<file path="src/rtl/sram_like_arbiter.sv">
// rtl/sram_like_arbiter.sv - two-into-one sram-like port arbiter with in-order response routing
module sram_like_arbiter #(
    parameter int MAX_OUTSTANDING = 2,
    parameter int STARVE_LIMIT    = 8
) (
    input  logic        clk,
    input  logic        reset,
    input  logic        inst_req,
    input  logic [70:0] inst_cmd,
    output logic        inst_addr_ok,
    output logic        inst_data_ok,
    output logic [31:0] inst_rdata,
    input  logic        data_req,
    input  logic [70:0] data_cmd,
    output logic        data_addr_ok,
    output logic        data_data_ok,
    output logic [31:0] data_rdata,
    output logic        mem_req,
    output logic [70:0] mem_cmd,
    input  logic        mem_addr_ok,
    input  logic        mem_data_ok,
    input  logic [31:0] mem_rdata,
    output logic        proto_err
);

    localparam int PW = $clog2(MAX_OUTSTANDING);
    localparam int CW = PW + 1;

    typedef enum logic [1:0] {
        IDLE      = 2'd0,
        HOLD_INST = 2'd1,
        HOLD_DATA = 2'd2
    } state_t;

    state_t          state;
    state_t          state_nx;
    logic            gnt_inst;
    logic            gnt_data;
    logic            gnt_req;
    logic            full;
    logic            push;
    logic            pop;
    logic            starved;
    logic [3:0]      starve_cnt;
    logic [CW-1:0]   count;
    logic [PW-1:0]   wr_ptr;
    logic [PW-1:0]   rd_ptr;
    logic [1:0]      tag_mem [MAX_OUTSTANDING];
    logic [1:0]      head_tag;

    always_ff @(posedge clk or posedge reset) begin
        if (reset) begin
            state <= IDLE;
        end else begin
            state <= state_nx;
        end
    end

    always_comb begin
        state_nx = state;
        case (state)
            IDLE: begin
                if (mem_req && !mem_addr_ok) begin
                    state_nx = gnt_data ? HOLD_DATA : HOLD_INST;
                end
            end
            HOLD_INST: begin
                if (mem_addr_ok || !inst_req) begin
                    state_nx = IDLE;
                end
            end
            HOLD_DATA: begin
                if (mem_addr_ok || !data_req) begin
                    state_nx = IDLE;
                end
            end
            default: state_nx = IDLE;
        endcase
    end

    // Grant decode: a held grant is sticky; otherwise starvation beats data priority.
    always_comb begin
        gnt_inst = 1'b0;
        gnt_data = 1'b0;
        case (state)
            HOLD_INST: gnt_inst = 1'b1;
            HOLD_DATA: gnt_data = 1'b1;
            default: begin
                if (inst_req && starved) begin
                    gnt_inst = 1'b1;
                end else if (data_req) begin
                    gnt_data = 1'b1;
                end else if (inst_req) begin
                    gnt_inst = 1'b1;
                end
            end
        endcase
    end

    assign starved      = (starve_cnt >= 4'(STARVE_LIMIT));
    assign gnt_req      = (gnt_inst & inst_req) | (gnt_data & data_req);
    assign full         = (count == CW'(MAX_OUTSTANDING));
    assign mem_req      = gnt_req && !full;
    assign mem_cmd      = gnt_data ? data_cmd : inst_cmd;
    assign push         = mem_req && mem_addr_ok;
    assign pop          = mem_data_ok && (count != '0);
    assign inst_addr_ok = push && gnt_inst;
    assign data_addr_ok = push && gnt_data;
    assign head_tag     = tag_mem[rd_ptr];
    assign inst_rdata   = mem_rdata;
    assign data_rdata   = mem_rdata;

    // Tag is {owner, wr}; owner=1 routes the response to the data side.
    always_comb begin
        inst_data_ok = 1'b0;
        data_data_ok = 1'b0;
        if (pop) begin
            case (head_tag)
                2'b10, 2'b11: data_data_ok = 1'b1;
                default:      inst_data_ok = 1'b1;
            endcase
        end
    end

    always_ff @(posedge clk) begin
        if (push) begin
            tag_mem[wr_ptr] <= {gnt_data, mem_cmd[70]};
        end
    end

    always_ff @(posedge clk or posedge reset) begin
        if (reset) begin
            wr_ptr     <= '0;
            rd_ptr     <= '0;
            count      <= '0;
            proto_err  <= 1'b0;
            starve_cnt <= 4'd0;
        end else begin
            if (push) begin
                wr_ptr <= wr_ptr + PW'(1);
            end
            if (pop) begin
                rd_ptr <= rd_ptr + PW'(1);
            end
            case ({push, pop})
                2'b10:   count <= count + CW'(1);
                2'b01:   count <= count - CW'(1);
                default: count <= count;
            endcase
            if (mem_data_ok && (count == '0)) begin
                proto_err <= 1'b1;
            end
            if (!inst_req || inst_addr_ok) begin
                starve_cnt <= 4'd0;
            end else if (starve_cnt != 4'hF) begin
                starve_cnt <= starve_cnt + 4'd1;
            end
        end
    end

endmodule

</file>
<file path="config.mk">
export PLATFORM = sky130hd
export DESIGN_NAME = sram_like_arbiter
export DESIGN_NICKNAME = d
export VERILOG_FILES = /design/src/rtl/sram_like_arbiter.sv
export SDC_FILE = /design/constraint.sdc
export NUM_CORES = 1
export LEC_CHECK = 0
export CAP_MARGIN = 20
export CORE_AREA = 2 2 126 128
export CTS_CLUSTER_SIZE = 12
export DETAILED_ROUTE_END_ITERATION = 6
export DIE_AREA = 0 0 128 130
export HOLD_SLACK_MARGIN = 0.05
export PLACE_DENSITY = 0.58
export SYNTH_ARGS = -nofsm -noshare
export SYNTH_HDL_FRONTEND = slang
export SYNTH_SLANG_ARGS = --single-unit
</file>
<file path="constraint.sdc">
create_clock -name clk -period 6.1 [get_ports clk]
set_input_delay 0.61 -clock clk [delete_from_list [all_inputs] [get_ports clk]]
set_output_delay 0.61 -clock clk [all_outputs]
set_load 0.05 [all_outputs]
</file>
-- Word-level counts from Yosys, hierarchy flattened
Memories as Yosys holds them, arrays and structs flattened.
Cells that the tools add are included.
- bits in registers: 11
- RAM bits: 4
- input bits: 180
- word-level logic and storage cells: 71
- memories: 1
- add/sub/neg operators: 5
- order comparisons: 1
- equal/unequal tests: 11
- multiplexer cells: 22
- bitwise operators: 3
- reduce and logical (&&, ||, !) cells: 22
- memory list (name ; depth ; width ; rd ports ; clocked after memory_dff ; write ports ; RTL line ; text):
    tag_mem ; 2 ; 2 ; 1 ; 0 ; 1 ; 48 ; logic [1:0] tag_mem [MAX_OUTSTANDING];
- operators with widths (cell ; number):
    $mux W71 ; 1
    $mux W1 ; 11
    $eq A2 B2 Y1 const B ; 5
    $logic_and A1 B1 Y1 ; 8
    $mux W2 ; 4
    $mux W4 ; 2
    $ne A2 B2 Y1 const B ; 3
    $pmux W2 S3 ; 1
    $reduce_bool A2 Y1 ; 3
    $add A4 B1 Y4 const B ; 1
    $eq A2 B1 Y1 const B ; 2
    $ge A4 B4 Y1 const B ; 1
    $logic_not A1 Y1 ; 4
    $logic_not A2 Y1 ; 2
    $ne A4 B4 Y1 const B ; 1
    $pmux W1 S2 ; 2
    $pmux W2 S2 ; 1
    $logic_or A1 B1 Y1 ; 3
    $reduce_and A3 Y1 ; 1
    $add A1 B1 Y1 const B ; 2
    $add A2 B1 Y2 const B ; 1
    $and A1 B1 Y1 ; 2
    $reduce_or A2 Y1 ; 1
    $sub A2 B1 Y2 const B ; 1
    $or A1 B1 Y1 ; 1

-- Logic depth before layout (Yosys ltp)
Gate-level depths: netlist of run 1.
- word-level depth: 11
- mapped depth: 10
- depth with buffers taken out: 9

-- Worst setup path before layout of run 1
No wires, ideal clock.
- path type: register to output
- start: reg state[0]
- end: out data_addr_ok
- data arrival time: 2.198 ns
- setup slack: 3.292 ns
- stages on the path, launching flop included: 8
- cells stage by stage: dfrtp_1 inv_1 ha_1 or2b_1 a22oi_4 or3_1 buf_2 nor2_1
- longest elaborated chain between the ends: 7
- elaborated cells on any way between the ends: 10
- ends and longest elaborated chain (what ; RTL line ; text):
    start, declared ; 35 ; state_t state;
    start signal, assigned ; 55 ; state <= state_nx;
    $eq A2 B2 Y1 or $eq A2 B1 Y1 (tied branches) ; 85 ; case (state)
    $pmux W1 S2 ; 85 ;
    $and A1 B1 Y1 ; 101 ; assign gnt_req = (gnt_inst & inst_req) | (gnt_data & data_req);
    $or A1 B1 Y1 ; 101 ;
    $logic_and A1 B1 Y1 ; 103 ; assign mem_req = gnt_req && !full;
    $logic_and A1 B1 Y1 ; 105 ; assign push = mem_req && mem_addr_ok;
    $logic_and A1 B1 Y1 (*) ; 108 ; assign data_addr_ok = push && gnt_data;
    end, declared ; 15 ; output logic data_addr_ok,
Every way passes the cells marked *; elsewhere a longest branch is shown, timed or not.

-- Final worst setup path of run 1
- start: in data_req
- end: out mem_cmd[68]
- longest elaborated chain between the ends: 4
- ends and longest elaborated chain (what ; RTL line ; text):
    start, declared ; 13 ; input logic data_req,
    $mux W1 ; 91 ; end else if (data_req) begin
    $mux W1 ; 89 ; if (inst_req && starved) begin
    $pmux W1 S2 ; 85 ;
    $mux W71 ; 104 ; assign mem_cmd = gnt_data ? data_cmd : inst_cmd;
    end, declared ; 19 ; output logic [70:0] mem_cmd,
Every way passes these cells.

==> results.json, run 1 <==
{
  "ys_async_sr_fraction": 0.846,
  "final_util": 0.271,
  "end_kind": "output pin",
  "postCtsSetupBuffers": 0,
  "finClkSkew_ns": 0.00280,
  "yosysWarnings": 0,
  "seq_area_frac_synth": 0.155,
  "initial_utilization": 0.141,
  "pin_count": 321,
  "io_buffer_count": 224,
  "wire_per_inst_um": 18.1,
  "drt_iter0_drc": 59,
  "worst_slew_pin_slew_ns": 0.954,
  "finish.instance_area_mm2": 0.00419,
  "synth_nets": 410,
  "arrival_ns": 3.44,
  "p_per_area_mw_per_mm2": 474,
  "finalCriticalPeriod_ns": 4.05,
  "grt_max_degree": 75,
  "outcome": "finished, final reports clean",
  "grt-busiest-layer": "met2",
  "synth_area_leaders": "mux2_2, buf_4, dfrtp_1",
  "gr-usage-met3": 0.0414,
  "reg2reg_from": "state[0]",
  "post_cts_resized": 0,
  "cts_buffers": 3,
  "antenna_left": 0,
  "clkSinkCount": 13,
  "synth_area_mm2": 0.00217,
  "grt_pass1_wl_um": 13700,
  "synth_ff_type": "dfrtp_1",
  "min_from": "proto_err",
  "fin_crit_sh": 0.663,
  "ys_top_cells_by_count": "buf_4, mux2_2, dfrtp_1, inv_1, nor2_1",
  "hold_viol_final": 0,
  "grt_util_all_layers": 0.110,
  "grt_pass1_vias": 2256,
  "overflow": 0,
  "clk_pin_slew_ns": 0.05,
  "max-cap-violations": 0,
  "setup_tns_ns": 0,
  "final.fill_count": 1631,
  "htree_num_levels": 1,
  "antennaDiodeCount": 0,
  "place_area_mm2": 0.00411,
  "drive_gt1_frac": 0.211,
  "drt_first_pass_iters": 4,
  "yosysTopAreaCell": "mux2_2",
  "synth_edf_count": 2,
  "grt_util_met1": 0.130,
  "setup_viol": 0,
  "startpoint_type": "primary input",
  "grt.met2_usage": 0.193,
  "place_hpwl_um": 9310,
  "clkLatencyLatePin_ns": 0.24,
  "r2r_setup_slack_ns": 3.39,
  "crit_type": "in2out",
  "min_path_type": "reg2reg",
  "rows": 46,
  "viasPerCell": 3.74,
  "synth.ff_latch_count": 13,
  "synth_cells": 224,
  "synth.distinct_cells": 33,
  "final_nets": 567,
  "rsz0062_at_grt": "false",
  "r2r.worst_path.cells": 8,
  "clk_path_buf_depth": 2,
  "max_clock_freq_ghz": 0.247,
  "die_area_mm2": 0.0166,
  "dp.cells": 568,
  "critPathRequiredTime_ns": 5.49,
  "die_width_um": 128,
  "whs_path_depth": 1,
  "antenna_found_initial": 0,
  "drcViolationCount": 0,
  "worstPathMaxFanout": 74,
  "ctsHoldBuffers": 0,
  "p_total_uw": 1990,
  "slew_viol_final": 0,
  "synth_top_cell_area_share": 0.369,
  "synthToLayoutAreaGrowth_pct": 93.1,
  "drt-total-wl_um": 10400,
  "synth_area_per_cell_um2": 9.68,
  "instances_no_fill": 572,
  "holdPathEnd": "proto_err",
  "die_h_um": 130,
  "power_leakage_uw": 0.00156,
  "gp_congestion": 0.806,
  "vdd_drop_max_v": 0.000250,
  "core_area_mm2": 0.0154,
  "slew_headroom": 0.364,
  "cts_tree": "done",
  "vias": 2141,
  "cts-root-buf": "clkbuf_16",
  "r2r_end": "state[0]"
}
## area by class of cell
| type | instances | area (µm²) | area share |
|---|---|---|---|
| Clock buffer | 4 | 78.8 | 0.0188 |
| Multi-Input combinational cell | 129 | 1250 | 0.298 |
| Timing Repair Buffer | 225 | 2250 | 0.537 |
| Sequential cell | 13 | 335 | 0.0801 |
| Inverter | 9 | 33.8 | 0.00807 |
| Tap cell | 192 | 240 | 0.0574 |
## placed cells by master (no fill, tap or decap), drive strengths merged, types with 4 or more instances in the layout
cell and n:
nand3 5, nand2 4, dfrtp 11, nor2 7, ha 6, inv 9, clkdlybuf4s50 224, mux2 71
nor2b 4, clkbuf 4, xnor2 5
## kinds of logic after synthesis
family	count (synthesis)	share of synthesized area
and+or+nand+nor	31	0.0842
adders and majority gates	6	0.0346
muxes	73	0.378
xor gates and xnor gates	6	0.0242
DFF	13	0.155
AOI/OAI and AO/OA	13	0.0554
buffers and inverters	82	0.269
## worst max path at each step
stage / startpoint / to / slack, ns / cells after the start
floorplan: state[0] / data_addr_ok / 3.29 / 7
global placement: data_req / mem_cmd[51] / 2.08 / 6
detailed placement: data_req / mem_cmd[51] / 2.05 / 6
CTS: data_req / mem_cmd[51] / 2.03 / 6
global route: data_req / mem_cmd[68] / 1.96 / 6
finish: data_req / mem_cmd[68] / 2.05 / 6
## state kept, by name, indices dropped and copies added, names as in the netlist
name        flops
starve_cnt      4
count           2
rd_ptr          1
state           2
wr_ptr          1
proto_err       1
tag_mem         2
## routing by layer
metal / routed length (µm) / vias to the layer above
li1: - / 1022
met2: 5330 / 147
met4: 80 / 0
met3: 996 / 5
met1: 3960 / 967
met5: 0 / -
## where the power goes
part | internal [µW] | leakage [µW] | switching [µW] | total [µW]
Combinational | 674 | 0.00137 | 1040 | 1710
Sequential | 120 | 0.000154 | 28.1 | 148
Clock | 88.3 | 0.0000382 | 37.5 | 126
Total | 882 | 0.00156 | 1100 | 1990
## critical path, stage by stage
cell	delay (ns)
clkdlybuf4s50_1	0.49
nor2b_2	0.20
a22oi_2	0.15
buf_4	0.70
mux2_2	0.45
clkdlybuf4s50_1	0.73
## stage by stage
stage	setup WS (ns)	hold slack, ns
detailed placement	2.05	0.448
CTS	2.03	0.456
global route	1.96	0.462
floorplan	3.29	0.460
finish	2.05	0.449
global placement	2.08	0.437
No activity file was read; power rests on OpenSTA's default activity.
==> inputs of run 2 (changes only) <==
--- a/config.mk
+++ b/config.mk
@@ -11,7 +11,7 @@
 export DETAILED_ROUTE_END_ITERATION = 6
 export DIE_AREA = 0 0 128 130
 export HOLD_SLACK_MARGIN = 0.05
-export PLACE_DENSITY = 0.58
+export PLACE_DENSITY = 0.6
 export SYNTH_ARGS = -nofsm -noshare
 export SYNTH_HDL_FRONTEND = slang
 export SYNTH_SLANG_ARGS = --single-unit
==> constraint.sdc (replaced) <==
create_clock -name clk -period 3.7 [get_ports clk]
set_input_delay 0.37 -clock clk [delete_from_list [all_inputs] [get_ports clk]]
set_output_delay 0.37 -clock clk [all_outputs]
set_load 0.05 [all_outputs]
==> results.json, run 2 (synthesized netlist as in run 1, its figures left out) <==
{
  "outcome": "finished, final reports clean",
  "initial_utilization": 0.141,
  "htree_num_levels": 1,
  "vdd_drop_max_v": 0.000367,
  "drt-total-wl_um": 8880,
  "setup_tns_ns": 0,
  "antenna_found_initial": 0,
  "cts_tree": "done",
  "rows": 46,
  "postCtsSetupBuffers": 0,
  "place_hpwl_um": 7790,
  "overflow": 0,
  "drive_gt1_frac": 0.263,
  "dp.cells": 568,
  "finalCriticalPeriod_ns": 3.30,
  "vias": 2136,
  "synthToLayoutAreaGrowth_pct": 91.4,
  "end_kind": "output pin",
  "slew_headroom": 0.637,
  "die_width_um": 128,
  "grt_pass1_wl_um": 12300,
  "antenna_left": 0,
  "final.fill_count": 1642,
  "max_clock_freq_ghz": 0.303,
  "viasPerCell": 3.73,
  "p_seq_frac": 0.076,
  "grt_util_all_layers": 0.0948,
  "hold_viol_final": 0,
  "fin_crit_sh": 0.893,
  "pin_count": 321,
  "layout_commonest_cell": "clkdlybuf4s50_1",
  "ctsHoldBuffers": 0,
  "clkSinkCount": 13,
  "p_int_uw": 1440,
  "die_h_um": 130,
  "regMostFlops": "starve_cnt",
  "startpoint_type": "flop",
  "worstPathMaxFanout": 74,
  "share_comb_of_total_power": 0.861,
  "io_buffer_count": 224,
  "drcViolationCount": 0,
  "crit_type": "reg2out",
  "antennaDiodeCount": 0,
  "p_per_area_mw_per_mm2": 775,
  "cts_buffers": 3,
  "grt_pass1_vias": 2169,
  "post_cts_resized": 0,
  "drt_first_pass_iters": 4,
  "wire_per_inst_um": 15.5,
  "gp_congestion": 0.728,
  "arrival_ns": 2.93,
  "clk_path_buf_depth": 2,
  "final_nets": 567,
  "grt_max_degree": 75,
  "p_switching_uw": 1780,
  "min_path_type": "in2async",
  "max-cap-violations": 0,
  "largest_register_ffs": 4,
  "core_area_mm2": 0.0154,
  "critPathRequiredTime_ns": 3.33,
  "die_area_mm2": 0.0166,
  "power_leakage_uw": 0.00159,
  "most-common-layout-cells": "clkdlybuf4s50_1, mux2_2, buf_4",
  "rsz0062_at_grt": "false",
  "drt_iter0_drc": 42,
  "worst_slew_pin_slew_ns": 0.543,
  "instances_no_fill": 572,
  "p_clk_frac": 0.064,
  "final_util": 0.269,
  "slew_viol_final": 0,
  "clkLatencyLatePin_ns": 0.24,
  "whs_ns": 0.427,
  "clk_pin_slew_ns": 0.05,
  "finClkSkew_ns": 0.00341,
  "setup_viol": 0,
  "netSwitchingFraction": 0.553,
  "cts-root-buf": "clkbuf_16"
}
run 2: changes by cell type in the layout (fill, tap and decap cells not counted), sizes merged:
cell           delta
clkdlybuf4s50    -20
buf              +20
run 2: layout make-up:
| class | count | area, µm² | share of cell area |
|---|---|---|---|
| clock buffer | 4 | 78.8 | 0.0190 |
| multi-input combinational | 129 | 1250 | 0.301 |
| inverter | 9 | 33.8 | 0.00814 |
| sequential | 13 | 335 | 0.0808 |
| timing repair buffer | 225 | 2210 | 0.533 |
| tap | 192 | 240 | 0.0579 |
run 2: per-stage QoR:
step           power (µW)  area (µm²)  worst slack [ns]
3_3_place_gp         3010        4070             0.547
2_1_floorplan        2410        2170              1.13
6_report             3210        4150             0.397
3_5_place_dp         3030        4070             0.524
5_1_grt              3370        4150             0.279
4_1_cts              3260        4150             0.376
run 2: routing by layer:
layer | track usage | vias up | share of wire
met5 | 0 | - | 0
met4 | 0.0168 | 0 | 0.0060
met3 | 0.0291 | 8 | 0.082
met2 | 0.171 | 144 | 0.54
met1 | 0.112 | 962 | 0.38
li1 | - | 1022 | -
run 2: power groups by stage:
stage | Sequential [µW] | Clock [µW] | Combinational, µW
floorplan | 235 | 0 | 2170
global placement | 241 | 0 | 2770
detailed placement | 244 | 0 | 2790
CTS | 243 | 211 | 2800
global route | 250 | 217 | 2900
finish | 243 | 205 | 2770
run 2: final timing paths:
check | from | endpoint | slack, ns | cells after the start
setup reg to reg | state[0] | count[1] | 1.39 | 8
setup / recovery | state[0] | mem_cmd[8] | 0.40 | 7
min in group clk | proto_err | proto_err | 0.47 | 1
hold / removal | reset | state[0] | 0.43 | 2
max in group asynchronous | reset | starve_cnt[3] | 2.97 | 2
hold reg to reg | proto_err | proto_err | 0.47 | 1
run 2: worst max-delay path: stages, from the launching register on:
cell and delay (ns):
dfrtp_1 0.38, inv_1 0.09, ha_1 0.40, nor2b_2 0.07, a22oi_2 0.20, buf_12 0.32
mux2_2 0.40, clkdlybuf4s50_1 0.71
